### src/rtl/ones_frame_acc_pkg.sv
// Shared definitions for the frame ones-count accumulator.
package ones_pkg;

  // Width of one data word and of its population count.
  localparam int unsigned WORD_W = 16;
  localparam int unsigned POP_W  = 5;

  typedef enum logic [1:0] {
    IDLE = 2'd0,  // no frame open
    ACC  = 2'd1,  // frame open, accumulating
    HOLD = 2'd2   // result presented downstream
  } state_t;

endpackage

### src/rtl/ones_frame_acc_popcount16.sv
// Combinational population count of one 16-bit word.
module popcount16
  import ones_pkg::*;
(
  input  logic [WORD_W-1:0] i_data,
  output logic [POP_W-1:0]  o_count
);

  // Sum the set bits of the word.
  always_comb begin
    o_count = '0;
    for (int unsigned i = 0; i < WORD_W; i++) begin
      o_count = o_count + POP_W'(i_data[i]);
    end
  end

endmodule

### src/rtl/ones_frame_acc.sv
// Counts set bits over a valid/ready framed word stream and presents a
// per-frame total, word count, overflow flag and threshold flag.
module ones_frame_acc
  import ones_pkg::*;
#(
  parameter  int unsigned MAX_WORDS = 16,
  parameter  int unsigned THRESH    = 128,
  localparam int unsigned TOT_W     = $clog2(MAX_WORDS * WORD_W + 1),
  localparam int unsigned WRD_W     = $clog2(MAX_WORDS + 1)
) (
  input  logic              clk,
  input  logic              rst_n,
  input  logic              in_valid,
  output logic              in_ready,
  input  logic [WORD_W-1:0] in_data,
  input  logic              in_last,
  output logic              out_valid,
  input  logic              out_ready,
  output logic [TOT_W-1:0]  out_total,
  output logic [WRD_W-1:0]  out_words,
  output logic              out_ovf,
  output logic              out_hi
);

  state_t             r_state;
  logic [TOT_W-1:0]   r_total;
  logic [WRD_W-1:0]   r_words;
  logic               r_ovf;
  logic               r_hi;

  logic [POP_W-1:0]   w_pop;
  logic               w_accept;
  logic [TOT_W-1:0]   w_next_total;
  logic [WRD_W-1:0]   w_next_words;
  logic               w_next_ovf;

  popcount16 u_popcount (
    .i_data  (in_data),
    .o_count (w_pop)
  );

  assign in_ready  = (r_state != HOLD);
  assign out_valid = (r_state == HOLD);
  assign w_accept  = in_valid && in_ready;

  assign out_total = r_total;
  assign out_words = r_words;
  assign out_ovf   = r_ovf;
  assign out_hi    = r_hi;

  // Accumulator values after counting the current beat (used only on accept).
  always_comb begin
    w_next_total = r_total;
    w_next_words = r_words;
    w_next_ovf   = r_ovf;
    if (r_state == IDLE) begin
      w_next_total = TOT_W'(w_pop);
      w_next_words = WRD_W'(1);
      w_next_ovf   = 1'b0;
    end else if (r_words < WRD_W'(MAX_WORDS)) begin
      w_next_total = r_total + TOT_W'(w_pop);
      w_next_words = r_words + WRD_W'(1);
    end else begin
      w_next_ovf   = 1'b1;
    end
  end

  // Frame state machine and accumulator registers.
  // out_hi tracks every accepted beat, so on HOLD entry it already reflects
  // the final total and stays frozen while the result is held.
  always_ff @(posedge clk or negedge rst_n) begin
    if (!rst_n) begin
      r_state <= IDLE;
      r_total <= '0;
      r_words <= '0;
      r_ovf   <= 1'b0;
      r_hi    <= 1'b0;
    end else begin
      if (w_accept) begin
        r_total <= w_next_total;
        r_words <= w_next_words;
        r_ovf   <= w_next_ovf;
        r_hi    <= (32'(w_next_total) >= 32'(THRESH));
        r_state <= in_last ? HOLD : ACC;
      end else if ((r_state == HOLD) && out_ready) begin
        r_state <= IDLE;
      end
    end
  end

endmodule

### config.mk
export PLATFORM = sky130hd
export DESIGN_NAME = ones_frame_acc
export DESIGN_NICKNAME = d
export VERILOG_FILES = /design/src/rtl/ones_frame_acc_pkg.sv /design/src/rtl/ones_frame_acc_popcount16.sv /design/src/rtl/ones_frame_acc.sv
export SDC_FILE = /design/constraint.sdc
export NUM_CORES = 1
export LEC_CHECK = 0
export ABC_AREA = 1
export CORE_MARGIN = 5
export CORE_UTILIZATION = 40
export CTS_CLUSTER_DIAMETER = 80
export DETAILED_ROUTE_END_ITERATION = 10
export GPL_TIMING_DRIVEN = 0
export PLACE_DENSITY = 0.65
export RECOVER_POWER = 100
export SYNTH_ARGS = -nofsm -noshare
export SYNTH_HDL_FRONTEND = slang
export SYNTH_SLANG_ARGS = --single-unit
export TNS_END_PERCENT = 20
### constraint.sdc
create_clock -name clk -period 2.3 [get_ports clk]
set_clock_uncertainty 0.1 [all_clocks]
set_input_delay 0.69 -clock clk [delete_from_list [all_inputs] [get_ports clk]]
set_output_delay 0.69 -clock clk [all_outputs]
set_load 0.05 [all_outputs]
==> flow_summary.ini <==
[min_path]
hp-start = out_ovf
min_path_type = flop to flop

[placed_design]
portBuffers = 38
pre_cts_slack_ns = -3.338
placed_area_sq_um = 1968
dpl.hpwl_mm = 2.385
place.gp.congestion = 0.9224

[cts]
numCtsBuffers = 3
cts_tree = yes
cts.clk_slew.worst_paths_ns = 0.06
cts_buffer_depth = 2
clk_latency_ns = 0.26
htree_levels = 1
root_buffer = clkbuf_8
clock-sinks = 18

[die]
initial_utilization = 0.4125
rows = 22
die-area_sq_um = 5104
die_w_microns = 71.45
dieHeight_microns = 71.45
coreArea_sq_um = 3661
ioPinCount = 39

[routing]
vias = 1268
dr.pass1.iters = 4
ant_nets = 0
wirelength_mm = 3.053
drt-initial-drc-count = 34
drc = 0
wl_per_cell_microns = 11.35
vias_per_cell = 4.714

[worst_setup_path]
cpLargestDelayFamily = adder cells
critical_path.slowest_cell = fa_1
crit_start = in_data[0]
critPathKind = primary input to flop
crit_required_ns = 2.35
crit_path_end_kind = flop
path_cells = buf_6, ha_4, inv_2, fa_1, fa_1, fa_1, fa_1, fa_2, fa_2, inv_2, fa_2, nand2_2, nand2_2, nand3b_1, nand2_2, nand2_2, xor2_1, nor2_1
start_kind = primary input
cp_max_fo = 3
cp_num_buf_inv = 3
arrival_ns = 4.91
cpPeakStageDelay_ns = 0.56

[synth]
synth.distinct_cells = 28
netlist.area_leader.share = 0.2983
syn_inst = 179
synthArstFlopShare = 1.000
synth-edff-count = 0
syn_area_sq_um = 1510
seq_area_frac_synth = 0.2983
yosys.area.top_type = dfrtp_1
ys_ff_latch = 18
syn_nets = 222
synth.avg_cell_area_sq_um = 8.437
synthTopCellsByArea = dfrtp_1, fa_1, nand2_1
synth-main-ff-cell = dfrtp_1
yosysWarnings = 0

[sta]
finalCritPeriodShare = 2.114
rsz0062_at_grt = true
hold_violations = 0
setup_slack_ns = -2.562
slew_viol_final = 0
worstMarginPinSlew_ns = 0.8203
min_period_ns = 4.862
setup_viol = 10
relSlewSlack = 0.4513
fmax_mhz = 205.7

[layout]
multiInputGateArea_sq_um = 1008
register_area_sq_um = 450.4
nets = 266
final_area_sq_um = 2064
nFillCells = 342
area_growth_pct = 36.70
drive_gt1_frac = 0.1765
n_antenna_cell = 0

[grt]
grt_use_total = 0.1236
grt_max_degree = 19
grt_pass1_vias = 1176
overflow = 0
antenna_found_initial = 0
grt_pass1_wl_mm = 5.064

[pwr]
power_density_nw_per_um2 = 1451
ir_drop_v = 0.001070
power.leakage_nw = 1.024

[run]
drv_cap = 0

[outcome]
violations = negative setup slack
status = finished, violations left
placed cells by master (no fill, tap or decap), drive strengths merged, types with 2 or more instances in the layout:
| master | netlist | routed |
|---|---|---|
| nand2 | 42 | 42 |
| inv | 38 | 37 |
| clkdlybuf4s50 | 0 | 19 |
| dfrtp | 18 | 18 |
| nand3 | 13 | 13 |
| nor2 | 13 | 13 |
| dlygate4sd2 | 0 | 11 |
| fa | 11 | 11 |
| ha | 11 | 11 |
| o21ai | 11 | 11 |
| clkbuf | 0 | 7 |
| a21oi | 5 | 5 |
| xor2 | 3 | 3 |
| xnor2 | 3 | 3 |
| buf | 0 | 3 |
| nand3b | 2 | 2 |
| or2 | 2 | 2 |
| a31oi | 2 | 2 |
| dlygate4sd3 | 0 | 2 |
per-stage QoR:
step	TNS, ns	utilization	total power [W]	cells	hold WS, ns
finish	-24.08	0.5639	0.002995	269	0.4116
floorplan	-23.96	-	0.001993	179	0.2944
global route	-25.79	0.5639	0.003305	269	0.4424
global placement	-30.83	0.5376	0.002456	265	0.3870
detailed placement	-30.99	0.5376	0.002473	265	0.3956
CTS	-24.73	0.5557	0.002804	268	0.4142
area by class of cell:
type | instances | share of cell area
clock buffer | 3 | 0.02000
inverter | 38 | 0.07394
multi-input combinational | 123 | 0.4885
sequential | 18 | 0.2182
tap | 48 | 0.02909
timing repair buffer | 39 | 0.1703
power breakdown:
part	switching [W]	internal (W)	total (W)
logic	0.00131	0.000924	0.00223
registers	0.000118	0.000421	0.000539
clock network	0.000105	0.000117	0.000222
cells in the mapped netlist (2+ instances only):
master    number
or2_2          2
xnor2_1        3
ha_1          11
nand3b_1       2
inv_1         35
nand2_1       39
nor2_4         2
o21ai_0        9
nand3_1       13
nor2_8         2
nand2_2        2
nor2_1         8
a31oi_1        2
o21ai_1        2
a21oi_1        5
xor2_1         3
fa_1          11
dfrtp_1       18
layer usage:
metal / wire [microns] / up-vias / GRT usage
met5: 0 / - / 0
met4: 41 / 0 / 0.03758
met1: 1445 / 587 / 0.1696
li1: - / 649 / -
met3: 165 / 4 / 0.03366
met2: 1401 / 28 / 0.1898
what timing repair did:
| action | in CTS | in global routing |
|---|---|---|
| pin swaps | 21 | 15 |
| buffers inserted | 0 | 1 |
| hold buffers | 0 | 0 |
| resized for setup | 36 | 13 |
| setup endpoints to repair | 16 | 12 |
worst paths after layout:
kind | end | slack [ns] | depth (start not counted)
max reg2reg | out_total[6] | 0.47 | 9
max | out_total[6] | -2.56 | 18
max in group asynchronous | r_state[0] | 0.72 | 1
min | out_ovf | 0.41 | 1
min in group asynchronous | out_words[3] | 0.87 | 1
min reg2reg | out_ovf | 0.41 | 1
cell families after synthesis:
| kind of cell | count (synthesis) | share of synthesized area |
|---|---|---|
| and+or+nand+nor | 73 | 0.2461 |
| buffers and inverters | 38 | 0.1011 |
| AOI/OAI and AO/OA | 22 | 0.08285 |
| adders and majority gates | 22 | 0.2369 |
| DFF | 18 | 0.2983 |
| xor gates and xnor gates | 6 | 0.03480 |
Note: power is estimated with default switching activity, not from simulation.
